File: config.mk
export PLATFORM = sky130hd
export DESIGN_NAME = operand_fetch
export DESIGN_NICKNAME = d
export VERILOG_FILES = /design/src/rtl/operand_fetch.sv
export SDC_FILE = /design/constraint.sdc
export NUM_CORES = 1
export LEC_CHECK = 0
export CORE_ASPECT_RATIO = 1.2
export CORE_UTILIZATION = 45
export CTS_BUF_LIST = sky130_fd_sc_hd__clkbuf_8 sky130_fd_sc_hd__clkbuf_16
export CTS_CLUSTER_SIZE = 24
export DETAILED_ROUTE_END_ITERATION = 8
export PLACE_DENSITY = 0.86
export SYNTH_ARGS = -nofsm -noshare
export SYNTH_HDL_FRONTEND = slang
export SYNTH_SLANG_ARGS = --single-unit
File: constraint.sdc
create_clock -name clk -period 4.7 [get_ports clk]
set_input_delay 0.94 -clock clk [delete_from_list [all_inputs] [get_ports clk]]
set_output_delay 0.94 -clock clk [all_outputs]
set_load 0.05 [all_outputs]
File: src/rtl/operand_fetch.sv
// Operand fetch stage: latches a decoded instruction, reads the register
// file, and presents operands to execute. Optional macro OPERAND_FETCH_BYPASS_EN.
module operand_fetch (
    input  logic        clk,
    input  logic        rst_n,
    input  logic        inValid,
    input  logic [5:0]  inOp,
    input  logic [4:0]  inRs1,
    input  logic [4:0]  inRs2,
    input  logic [4:0]  inRd,
    input  logic [31:0] inImm,
    output logic        inReady,
    output logic [4:0]  rAddrA,
    output logic [4:0]  rAddrB,
    input  logic [31:0] rDataA,
    input  logic [31:0] rDataB,
    input  logic        wbEn,
    input  logic [4:0]  wbAddr,
    input  logic [31:0] wbData,
    output logic        outValid,
    output logic [5:0]  outOp,
    output logic [4:0]  outRd,
    output logic [31:0] outA,
    output logic [31:0] outB,
    output logic [31:0] outImm,
    input  logic        outReady
);

    typedef enum logic [1:0] {
        IDLE    = 2'd0,
        CAPTURE = 2'd1,
        OUT     = 2'd2
    } state_e;

    state_e      state_q;
    state_e      state_d;

    logic [5:0]  op_q;
    logic [4:0]  rs1_q;
    logic [4:0]  rs2_q;
    logic [4:0]  rd_q;
    logic [31:0] imm_q;

    logic        outValid_q;
    logic [5:0]  outOp_q;
    logic [4:0]  outRd_q;
    logic [31:0] outA_q;
    logic [31:0] outB_q;
    logic [31:0] outImm_q;

    logic        accept;
    logic        wbHitA;
    logic        wbHitB;
    logic [31:0] opA_d;
    logic [31:0] opB_d;

    assign accept = inValid && inReady;
    assign wbHitA = wbEn && (wbAddr == rs1_q);
    assign wbHitB = wbEn && (wbAddr == rs2_q);

    // State register
    always_ff @(posedge clk or negedge rst_n) begin
        if (!rst_n) begin
            state_q <= IDLE;
        end else begin
            state_q <= state_d;
        end
    end

    // Next-state logic
    always_comb begin
        state_d = state_q;
        unique case (state_q)
            IDLE: begin
                if (inValid) begin
                    state_d = CAPTURE;
                end
            end
            CAPTURE: begin
                state_d = OUT;
            end
            OUT: begin
                if (outReady) begin
                    state_d = inValid ? CAPTURE : IDLE;
                end
            end
            default: begin
                state_d = IDLE;
            end
        endcase
    end

    // Handshake and register-file address outputs
    always_comb begin
        inReady = (state_q == IDLE) ||
                  ((state_q == OUT) && outReady);
        rAddrA  = inReady ? inRs1 : rs1_q;
        rAddrB  = inReady ? inRs2 : rs2_q;
    end

    // Instruction fields captured on accept
    always_ff @(posedge clk or negedge rst_n) begin
        if (!rst_n) begin
            op_q  <= '0;
            rs1_q <= '0;
            rs2_q <= '0;
            rd_q  <= '0;
            imm_q <= '0;
        end else if (accept) begin
            op_q  <= inOp;
            rs1_q <= inRs1;
            rs2_q <= inRs2;
            rd_q  <= inRd;
            imm_q <= inImm;
        end
    end

`ifdef OPERAND_FETCH_BYPASS_EN
    logic        pendAVld_q;
    logic        pendBVld_q;
    logic [31:0] pendA_q;
    logic [31:0] pendB_q;

    // Writes landing on the accept edge are missed by the register file
    // read, so remember them for the capture edge.
    always_ff @(posedge clk or negedge rst_n) begin
        if (!rst_n) begin
            pendAVld_q <= 1'b0;
            pendBVld_q <= 1'b0;
            pendA_q    <= '0;
            pendB_q    <= '0;
        end else if (accept) begin
            pendAVld_q <= wbEn && (wbAddr == inRs1);
            pendBVld_q <= wbEn && (wbAddr == inRs2);
            pendA_q    <= wbData;
            pendB_q    <= wbData;
        end
    end

    // Operand select: live write > pending write > register file
    always_comb begin
        opA_d = rDataA;
        opB_d = rDataB;
        if (wbHitA) begin
            opA_d = wbData;
        end else if (pendAVld_q) begin
            opA_d = pendA_q;
        end
        if (wbHitB) begin
            opB_d = wbData;
        end else if (pendBVld_q) begin
            opB_d = pendB_q;
        end
    end
`else
    // Operand select: register file data only
    always_comb begin
        opA_d = rDataA;
        opB_d = rDataB;
    end
`endif

    // Output bundle: load on capture, keep coherent with writes while held
    always_ff @(posedge clk or negedge rst_n) begin
        if (!rst_n) begin
            outValid_q <= 1'b0;
            outOp_q    <= '0;
            outRd_q    <= '0;
            outA_q     <= '0;
            outB_q     <= '0;
            outImm_q   <= '0;
        end else begin
            unique case (state_q)
                CAPTURE: begin
                    outValid_q <= 1'b1;
                    outOp_q    <= op_q;
                    outRd_q    <= rd_q;
                    outImm_q   <= imm_q;
                    outA_q     <= opA_d;
                    outB_q     <= opB_d;
                end
                OUT: begin
                    if (outReady) begin
                        outValid_q <= 1'b0;
                    end
                    if (wbHitA) begin
                        outA_q <= wbData;
                    end
                    if (wbHitB) begin
                        outB_q <= wbData;
                    end
                end
                default: begin
                    outValid_q <= outValid_q;
                end
            endcase
        end
    end

    assign outValid = outValid_q;
    assign outOp    = outOp_q;
    assign outRd    = outRd_q;
    assign outA     = outA_q;
    assign outB     = outB_q;
    assign outImm   = outImm_q;

endmodule

==> impl_metrics.ini <==
[critical_path]
cp.depth = 6
crit_start = outReady
crit_fanout = 12
regToRegStartpoint = state_q[1]
critPathLaunchType = input pin
crit_buf_inv = 3
r2r_setup_slack_ns = 2.06
crit_top_cell = clkdlybuf4s50_1
crit_path_max_incr_delay_ns = 0.71
cpMaxStageDelayCell = clkdlybuf4s50_1
worstPathCellList = clkdlybuf4s50_1 -> nand2b_1 -> nor2b_1 -> buf_4 -> mux2_2 -> clkdlybuf4s50_1
crit_arrival_ns = 2.96
ff2ff_path_depth = 5
crit_required_ns = 3.76
cpLargestDelayFamily = buffers and inverters
path_class = input pin to output port
crit_path_end_kind = output port

[pwr]
p_sw_share_pct = 44.0
finalPower_mw = 7.75
leakagePower_nw = 4.58
seqPwrFrac_pct = 30.1
power_frac_comb_pct = 51.7
clock_power_share_pct = 18.3
ir_drop_mv = 0.580
power_density_nw_per_um2 = 738
p_sw_mw = 3.41
intPower_mw = 4.34

[detailed_routing]
via_count = 5208
drt-wirelength-per-cell_um = 17.8
vias_per_cell = 5.01
drt_iter0_markers = 137
wirelength_um = 18400
antenna_left = 0
drcViolationCount = 0
drtPass1Iterations = 4

[clocking]
numCtsBuffers = 17
cts-resized-gates = 0
cts_root_buffer = clkbuf_16
cts_max_level = 4
holdBufCountCts = 0
clkTransAtPathRegs_ns = 0.06
clk_latency_ns = 0.42
clock_sinks = 163
cts_tree = yes
clock_path_buffers = 2
post-cts-setup-buffer-count = 0

[sta]
slew_viol_final = 0
fmax_mhz = 256
tightest_slew_ns = 1.21
relSlewSlack_pct = 19.1
period_minus_slack_ns = 3.90
hold_viol = 0
post-route-period-util_pct = 83.0
finalSetupTns_ns = 0
finClkSkew_ns = 0.0114
setup_violations = 0
rsz0062_at_grt = no

[hold_path]
hp-class = flip-flop to flip-flop
hp-start = imm_q[5]
whs_path_depth = 1

[placement]
place_hpwl_um = 13400
gp_congestion = 0.775
io_buffers = 277

[yosys]
ys_types = 19
synthAdderAreaFrac_pct = 0
synth_top_cell_by_area = dfrtp_1
synthMuxAreaShare_pct = 27.4
async_reset_ff_share_pct = 100
ys_ff_latch = 163
synth_compound_gate_area_share_pct = 0.681
synth.cell_area_sq_um = 6980
synth_edf_count = 0
synthTopCellsByArea = dfrtp_1 (58%), mux2_2 (27%), nand2_1 (8.7%)
syn_inst = 549
yosys_warnings = 0
synth_top_family_by_area = multiplexers
synth_fp_nets = 708
synth_common_cells = mux2_2 (170), dfrtp_1 (163), nand2_1 (161), buf_2 (13), xnor2_1 (10)
synth-simple-area-share_pct = 9.68
postSynthAreaPerCell_sq_um = 12.7
seq_area_frac_synth_pct = 58.4
synth-xor-area-share_pct = 1.25
synth_top_area_share_pct = 58.4
synthFlopType = dfrtp_1
post-synth-top-count-cell = mux2_2

[finish]
drive_gt1_share_pct = 26.0
final_net_count = 981
ff_latch_area_sq_um = 4080
fill_cells = 1057
area_delta_synth_final_pct = 50.4
multiInputGateArea_sq_um = 2730
n_antenna_cell = 0

[die]
io_pins = 278
die_y_um = 138
die_w_um = 116
initial_utilization_pct = 46.3
core.rowCount = 49
dieArea_sq_um = 16000
core_sq_um = 15100

[status]
status = completed

[grt]
overflow = 0
grt_pass1_wl_um = 28700
grt_pass1_vias = 5568
grt_max_degree = 86
antenna_found_initial = 0
track_usage_pct = 23.6

[run]
maxCapViolCount = 0
-- power groups by stage --
| stage | clock network (mW) | logic, mW | registers (mW) |
|---|---|---|---|
| 5_1_grt | 1.50 | 4.16 | 2.41 |
| 6_report | 1.42 | 4.00 | 2.33 |
| 4_1_cts | 1.44 | 4.04 | 2.34 |
| 2_1_floorplan | 0 | 0.949 | 3.97 |
| 3_5_place_dp | 0 | 4.02 | 2.35 |
| 3_3_place_gp | 0 | 3.95 | 2.31 |
-- sequential cells by signal, summed over array words and instances (netlist names), 6 cells and up --
| signal | cells |
|---|---|
| outB | 32 |
| outImm | 32 |
| imm_q | 32 |
| op_q | 6 |
| outOp | 6 |
| outA | 32 |
-- stage by stage --
stage               hold slack (ns)  utilization [%]  setup slack (ns)  area, sq um  cells
floorplan                     0.477                -              1.67         6980    549
global placement              0.483             65.6             0.831         9890   1007
detailed placement            0.492             65.6             0.787         9890   1007
CTS                           0.507             69.6             0.787        10500   1039
global route                  0.517             69.6             0.716        10500   1039
finish                        0.505             69.6             0.800        10500   1039
-- cell usage in the layout (no fill, tap or decap), drive strengths merged --
master and n:
clkbuf 19, clkinvlp 3, nand3 2, a21oi 2, xnor2 10, nand4 2
buf 7, and2 1, inv 8, nand2b 3, bufinv 2, dfrtp 163
nor2b 2, mux2 170, o21ai 3, clkdlybuf4s50 276, nand2 161, clkinv 1
-- final cells by class --
class	count	area share, %
Inverter	1	0.0357
Multi-Input combinational cell	356	26.0
Timing Repair Buffer	283	26.8
Clock inverter	13	1.52
Sequential cell	163	38.8
Clock buffer	19	4.31
Tap cell	204	2.43
-- cell families after synthesis --
kind of cell,count (synthesis)
buffers and inverters,30
AO/OA/AOI/OAI,5
multiplexers,170
flip-flops,163
AND/OR/NAND/NOR,171
XOR/XNOR,10
-- layer usage --
layer	wire length [um]	vias up	share of wire, %	global-route usage, %
met5	0	-	0	0
met4	478	0	2.6	9.38
met3	1810	33	9.8	9.95
met2	9470	221	51	41.0
met1	6690	2571	36	25.0
li1	-	2383	-	-
-- final timing paths --
kind / end
max: rAddrA[1]
min: outImm[5]
max reg2reg: outB[20]
min reg2reg: outImm[5]
max in group asynchronous: outA[17]
min in group asynchronous: outA[8]
Power figures use the tool's default switching activity.
